--- src/rtl/bg_model_arbiter.sv ---
// Two-requester arbiter for the background-model memory with registered command and in-order read return.
// Optional macro BG_ARB_FIXED_PRIO_EN: fixed priority to requester 0 instead of round-robin.
module bg_model_arbiter #(
    parameter int ADDR_W = 19,
    parameter int DATA_W = 32,
    parameter int RD_LAT = 2
) (
    input  logic                  clk,
    input  logic                  rst,
    input  logic [1:0]            req,
    input  logic [1:0]            we,
    input  logic [2*ADDR_W-1:0]   addr,
    input  logic [2*DATA_W-1:0]   wdata,
    output logic [1:0]            gnt,
    output logic [1:0]            rvalid,
    output logic [DATA_W-1:0]     rdata,
    output logic                  mem_en,
    output logic                  mem_we,
    output logic [ADDR_W-1:0]     mem_addr,
    output logic [DATA_W-1:0]     mem_wdata,
    input  logic [DATA_W-1:0]     mem_rdata
);

    logic              xfer;
    logic              sel;
    logic              mem_en_q, mem_en_d;
    logic              mem_we_q, mem_we_d;
    logic              mem_id_q, mem_id_d;
    logic [ADDR_W-1:0] mem_addr_q, mem_addr_d;
    logic [DATA_W-1:0] mem_wdata_q, mem_wdata_d;
    logic [RD_LAT-1:0] rd_vld_q, rd_vld_d;
    logic [RD_LAT-1:0] rd_id_q, rd_id_d;

`ifndef BG_ARB_FIXED_PRIO_EN
    logic last_winner_q, last_winner_d;
`endif

    always_comb begin
        gnt = '0;
        if (!rst) begin
`ifdef BG_ARB_FIXED_PRIO_EN
            if (req[0])      gnt = 2'b01;
            else if (req[1]) gnt = 2'b10;
`else
            case (req)
                2'b01:   gnt = 2'b01;
                2'b10:   gnt = 2'b10;
                2'b11:   gnt = last_winner_q ? 2'b01 : 2'b10;
                default: gnt = '0;
            endcase
`endif
        end
    end

    assign xfer = |(req & gnt);
    assign sel  = gnt[1];

    always_comb begin
        mem_en_d    = xfer;
        mem_we_d    = mem_we_q;
        mem_id_d    = mem_id_q;
        mem_addr_d  = mem_addr_q;
        mem_wdata_d = mem_wdata_q;
        if (xfer) begin
            mem_we_d    = we[sel];
            mem_id_d    = sel;
            mem_addr_d  = addr[sel*ADDR_W +: ADDR_W];
            mem_wdata_d = wdata[sel*DATA_W +: DATA_W];
        end
`ifndef BG_ARB_FIXED_PRIO_EN
        last_winner_d = xfer ? sel : last_winner_q;
`endif
    end

    // Tracker fed from the issued command so the tail stage lines up with mem_en + RD_LAT.
    always_comb begin
        rd_vld_d    = '0;
        rd_id_d     = '0;
        rd_vld_d[0] = mem_en_q & ~mem_we_q;
        rd_id_d[0]  = mem_id_q;
        for (int unsigned i = 1; i < RD_LAT; i++) begin
            rd_vld_d[i] = rd_vld_q[i-1];
            rd_id_d[i]  = rd_id_q[i-1];
        end
    end

    always_ff @(posedge clk) begin
        if (rst) begin
            mem_en_q    <= 1'b0;
            mem_we_q    <= 1'b0;
            mem_id_q    <= 1'b0;
            mem_addr_q  <= '0;
            mem_wdata_q <= '0;
            rd_vld_q    <= '0;
            rd_id_q     <= '0;
`ifndef BG_ARB_FIXED_PRIO_EN
            last_winner_q <= 1'b1;
`endif
        end else begin
            mem_en_q    <= mem_en_d;
            mem_we_q    <= mem_we_d;
            mem_id_q    <= mem_id_d;
            mem_addr_q  <= mem_addr_d;
            mem_wdata_q <= mem_wdata_d;
            rd_vld_q    <= rd_vld_d;
            rd_id_q     <= rd_id_d;
`ifndef BG_ARB_FIXED_PRIO_EN
            last_winner_q <= last_winner_d;
`endif
        end
    end

    // Outputs forced to their reset values for the whole reset cycle, not just after it.
    assign mem_en    = mem_en_q & ~rst;
    assign mem_we    = mem_we_q & ~rst;
    assign mem_addr  = rst ? '0 : mem_addr_q;
    assign mem_wdata = rst ? '0 : mem_wdata_q;
    assign rvalid    = (rst || !rd_vld_q[RD_LAT-1]) ? 2'b00 :
                       (rd_id_q[RD_LAT-1] ? 2'b10 : 2'b01);
    assign rdata     = mem_rdata;

endmodule
--- config.mk ---
export PLATFORM = sky130hd
export DESIGN_NAME = bg_model_arbiter
export DESIGN_NICKNAME = d
export VERILOG_FILES = /design/src/rtl/bg_model_arbiter.sv
export SDC_FILE = /design/constraint.sdc
export NUM_CORES = 1
export LEC_CHECK = 0
export CORE_MARGIN = 2
export CORE_UTILIZATION = 37
export DETAILED_ROUTE_END_ITERATION = 10
export PLACE_DENSITY = 0.82
export SETUP_SLACK_MARGIN = 0.15
export SYNTH_ARGS = -nofsm -noshare
export SYNTH_HDL_FRONTEND = slang
export SYNTH_SLANG_ARGS = --single-unit
--- constraint.sdc ---
create_clock -name clk -period 1.8 [get_ports clk]
set_clock_uncertainty 0.15 [all_clocks]
set_input_delay 0.36 -clock clk [delete_from_list [all_inputs] [get_ports clk]]
set_output_delay 0.36 -clock clk [all_outputs]
set_load 0.02 [all_outputs]
**Word level (Yosys, flattened, before mapping)**

Cells that the tools add are included.

- Multipliers: 1
- Reduce and logical (&&, ||, !) cells: 3
- Order comparisons: 1
- Equal/unequal tests: 3
- Bitwise operators: 6
- Shift-type cells: 2
- Muxes and demuxes: 9

Operators with widths:

| kind | number |
|---|---|
| 64-bit by 7-bit variable part select with 32-bit output | 1 |
| 38-bit by 7-bit variable part select with 19-bit output | 1 |
| 32-bit 2-to-1 mux | 1 |
| 19-bit 2-to-1 mux | 1 |
| 2-bit 2-to-1 mux | 4 |
| 1-bit by 5-bit multiplier with 6-bit output, second input constant | 1 |
| 2-bit one-hot mux with 3 select lines | 1 |
| 2-bit == test, second input constant | 2 |
| 1-bit bitwise AND | 3 |
| 2-bit bitwise AND | 1 |
| 2-bit by 1-bit == test with 1-bit output, second input constant | 1 |
| 1-bit by 2-bit less-than comparator with 1-bit output, second input constant | 1 |
| 1-bit 2-to-1 mux | 2 |
| 1-bit inverter | 2 |
| 2-bit OR reduction | 1 |
| 1-bit zero test | 1 |
| 1-bit logical OR | 1 |

- Flip-flop bits (word level): 59
- Word-level logic and storage cells: 33
- Input bits: 140

**Longest topological paths before layout**

- Word-level depth: 5
- Depth in mapped cells: 6
- Gate-level depth less buffers: 3

**Least setup slack after synthesis**

No wires, ideal clock.

- Path type: input to output
- Start: in rst
- End: out mem_addr[0]
- Data required time: 1.290 ns
- Arrival time: 1.343 ns
- Cell stages on the path: 4
- Slack: -0.053 ns
- Path through: clkbuf_1 > clkbuf_1 > clkbuf_1 > nor2b_1

- Word-level cells in the longest chain between the ends: 1

Ends and longest elaborated chain:

| element | line | text |
|---|---|---|
| start: declaration | 9 | `input logic rst,` |
| 19-bit 2-to-1 mux | 116 | `assign mem_addr = rst ? '0 : mem_addr_q;` |
| end: declaration | 19 | `output logic [ADDR_W-1:0] mem_addr,` |

No other way between the ends.

**Final worst setup path**

- Start: reg last_winner_q
- End: out gnt[1]

- Word-level cells in the longest chain between the ends: 3

Ends and longest elaborated chain:

| element | line | text |
|---|---|---|
| start: declaration | 35 | `logic last_winner_q, last_winner_d;` |
| start signal: assignment | 108 | `last_winner_q <= last_winner_d;` |
| 2-bit 2-to-1 mux | 48 | `2'b11: gnt = last_winner_q ? 2'b01 : 2'b10;` |
| 2-bit one-hot mux with 3 select lines | 45 | `case (req)` |
| 2-bit 2-to-1 mux | 40 | `if (!rst) begin` |
| end: declaration | 14 | `output logic [1:0] gnt,` |

No other way between the ends.

==> run summary <==
===============================================================================
Run status                                                         complete, no violations
Number of maximum-capacitance constraint violations                           0
Critical-path maximum fanout                                                  2
GRT Total Usage                                                           21.7%
Cell depth of the worst min-delay path                                        2
Max transition margin                                                     61.4%
Die height                                                               101 um
TritonCTS Sinks                                                              59
Clk slew on worst S/H paths                                             0.07 ns
Half-perimeter wire length of the detailed placement result             7720 um
Clock Latency Late Sink                                                 0.33 ns
Non-Filler Cell Area, Final                                          5860 sq um
Type of element capturing the critical path                        primary output
Hold_ws                                                                0.212 ns
Part of the power in combinational logic                                  31.6%
Post-Synthesis Net Count                                                    552
TritonRoute pass-1 iters                                                      5
Type of element launching the critical path                                flop
Post-detailed-route wirelength per cell                                 16.7 um
IR drop worst, VDD                                                     0.374 mV
Summed instance area of the synthesized netlist                      3480 sq um
Max-slew violation count                                                      0
Overall die area                                                    10200 sq um
Cell count after synthesis                                                  412
Flop and latch count out of synthesis                                        59
Leakage                                                                 2.17 nW
Syn-to-layout area delta                                                  68.3%
Global-route wire length before repair                                 17600 um
Std-Cell Rows                                                                35
Post-route ant nets                                                           0
RSZ-0062 raised after global routing                                       true
Clock tree buffer depth                                                       2
Core ar.                                                             9200 sq um
Dpl cell area                                                        5750 sq um
Register share of total power                                             39.1%
End point of the most critical hold path                             rd_id_q[1]
Vias per inst                                                              5.21
Sequential share of the synthesized area                                  34.0%
Share of layout cells above drive strength 1                              29.9%
FMAX                                                                    565 MHz
Data arrival time of the critical path                                  1.26 ns
Vias                                                                       3446
Final weighted congestion of routability-driven global placement          0.772
Slack of the worst reg-to-reg path                                      0.05 ns
Routed wire length                                                     11000 um
Switch share                                                              30.3%
Synthesis Warnings                                                            0
Required time reported for the critical path endpoint                   1.29 ns
Internal power contribution                                           0.00260 W
Power Dens Cells                                                    638 nW/um^2
Start of the worst register-to-register path                       last_winner_q
Biggest area consumer among synthesized cells                           dfxtp_1
Seq. cell area                                                       1180 sq um
Switching power                                                       0.00113 W
Final number of setup-violating endpoints                                     0
Number of buffers created by CTS                                              9
Fill count                                                                  787
Area of combinational cells with multiple inputs                     2510 sq um
X dimension of the die                                                   101 um
Pin count of the biggest net entering global routing                         54
Number of distinct library cells after synthesis                             21
Pin slew with the least headroom to its limit                          0.579 ns
Cell at the root of the clock tree                                     clkbuf_8
Antenna fix cells                                                             0
Depth of the most critical reg-to-reg path                                    5
Area share of the largest cell type after synthesis                       34.0%
H-tree depth                                                                  3
Mean Syn Cell Area                                                   8.44 sq um
Worst r2r dst                                                      mem_addr_q[18]
Antenna violations before repair                                              0
Type of the worst setup path                                       flop to primary output
# IOs                                                                       229
Number of global-route vias before repair                                  3742
Initial Utilization                                                       37.8%
Type of the worst min-delay path                                   input port to flop
Number of DRC markers after the initial detailed-route iteration             69
Fraction of power consumed by the clock network                           29.3%
Cells taking the most area after synthesis                         dfxtp_1 (34%), a2111oi_2 (21%), nor2_1 (11%)
DRC                                                                           0
Min cycle time layout                                                   1.77 ns
Count of input and output buffers                                           164
Number of nets in the final layout                                          686
Number of hold-slack violations in the final timing report                    0
Overall overflow remaining after global route                                 0
Clock tree from TritonCTS                                                 built
Final period util                                                         98.4%
Start point of the worst hold path                                          rst
===============================================================================
## power groups by stage
stage	clock network (W)	registers (W)	logic (W)
after floorplan	0	0.00147	0.000814
after global placement	0	0.00148	0.00117
after detailed placement	0	0.00149	0.00120
after CTS	0.00112	0.00146	0.00119
after global routing	0.00118	0.00147	0.00126
final	0.00109	0.00146	0.00118
## cell type report
cell class | instances | area share [%]
flip-flops and latches | 59 | 20.2
inverters | 1 | 0.192
clock inverters | 2 | 0.171
repair buffers | 196 | 31.4
multi-input cells | 279 | 42.9
well taps | 111 | 2.37
clock buffers | 14 | 2.78
## how the worst max path moves through the flow
stage / from / slack (ns) / to
2_1_floorplan: rst / 0.0006 / gnt[0]
3_3_place_gp: req[1] / -0.69 / gnt[1]
3_5_place_dp: req[1] / -0.70 / mem_wdata_q[28]
4_1_cts: last_winner_q / -0.03 / gnt[1]
5_1_grt: last_winner_q / -0.007 / mem_addr_q[12]
6_report: last_winner_q / 0.03 / gnt[1]
## placed cells by master, fill, tap and decap left out, drive strengths merged
cell           instances
inv                    1
nor3                  52
nor2b                 58
nand2b                 2
dlygate4sd2            2
o21ai                  1
a21oi                  1
clkbuf                27
nand2                  1
a2111oi               52
clkinv                 2
a21bo                  1
nor2                 106
dfxtp                 59
or2                    2
buf                   69
bufbuf                 1
clkdlybuf4s15          7
and3b                  1
clkdlybuf4s50        104
nor3b                  2
## routing by layer
layer,track usage [%],vias up,wire length (um)
met1,23.8,1632,4470
met3,4.85,33,637
li1,-,1662,-
met5,0,-,0
met2,39.6,119,5600
met4,9.67,0,335
## synth_stat cells
library cell and number:
buf_2 2, nor3b_1 2, a2111oi_0 3, or2_2 1
a21bo_1 1, a2111oi_2 49, a21oi_1 1, dfxtp_1 59
and3b_1 1, inv_1 1, clkbuf_1 32, nor2_1 106
or2_1 1, nor2b_1 58, nand2_1 1, o21ai_0 1
buf_4 33, buf_6 5, buf_1 1, nand2b_1 2
nor3_1 52
## per-stage QoR
stage	setup TNS, ns	instances	util, %	setup slack [ns]	total power [W]
after CTS	-0.209	661	64.4	-0.0309	0.00377
after global routing	-0.0105	662	63.7	-0.00663	0.00391
after floorplan	0	412	-	0.000645	0.00229
final	0	662	63.7	0.0294	0.00374
after global placement	-38.27	642	62.6	-0.691	0.00265
after detailed placement	-40.19	642	62.6	-0.701	0.00269
## worst max-delay path, stage by stage, from the launching register on
cell and delay, ns:
dfxtp_2 0.32, a21bo_2 0.19, or2_4 0.26, inv_8 0.05
buf_6 0.10
## state kept, by name (all words and copies together), names as in the netlist
register       count
mem_wdata_q       32
mem_addr_q        19
rd_id_q            2
rd_vld_q           2
last_winner_q      1
mem_en_q           1
mem_id_q           1
mem_we_q           1
## what timing repair did
item,in CTS,in global routing
resized for setup,197,35
setup endpoints to repair,109,82
pin swaps,3,2
buffers inserted,1,0
hold buffers,0,0
gates cloned,2,1
## logic make-up after synthesis
kind of cell | after synthesis | share of synthesized area [%]
buffers and inverters | 74 | 12.7
AOI/OAI and AO/OA | 55 | 22.5
and+or+nand+nor | 224 | 30.9
DFF | 59 | 34.0
No activity file was read; power rests on OpenSTA's default activity.
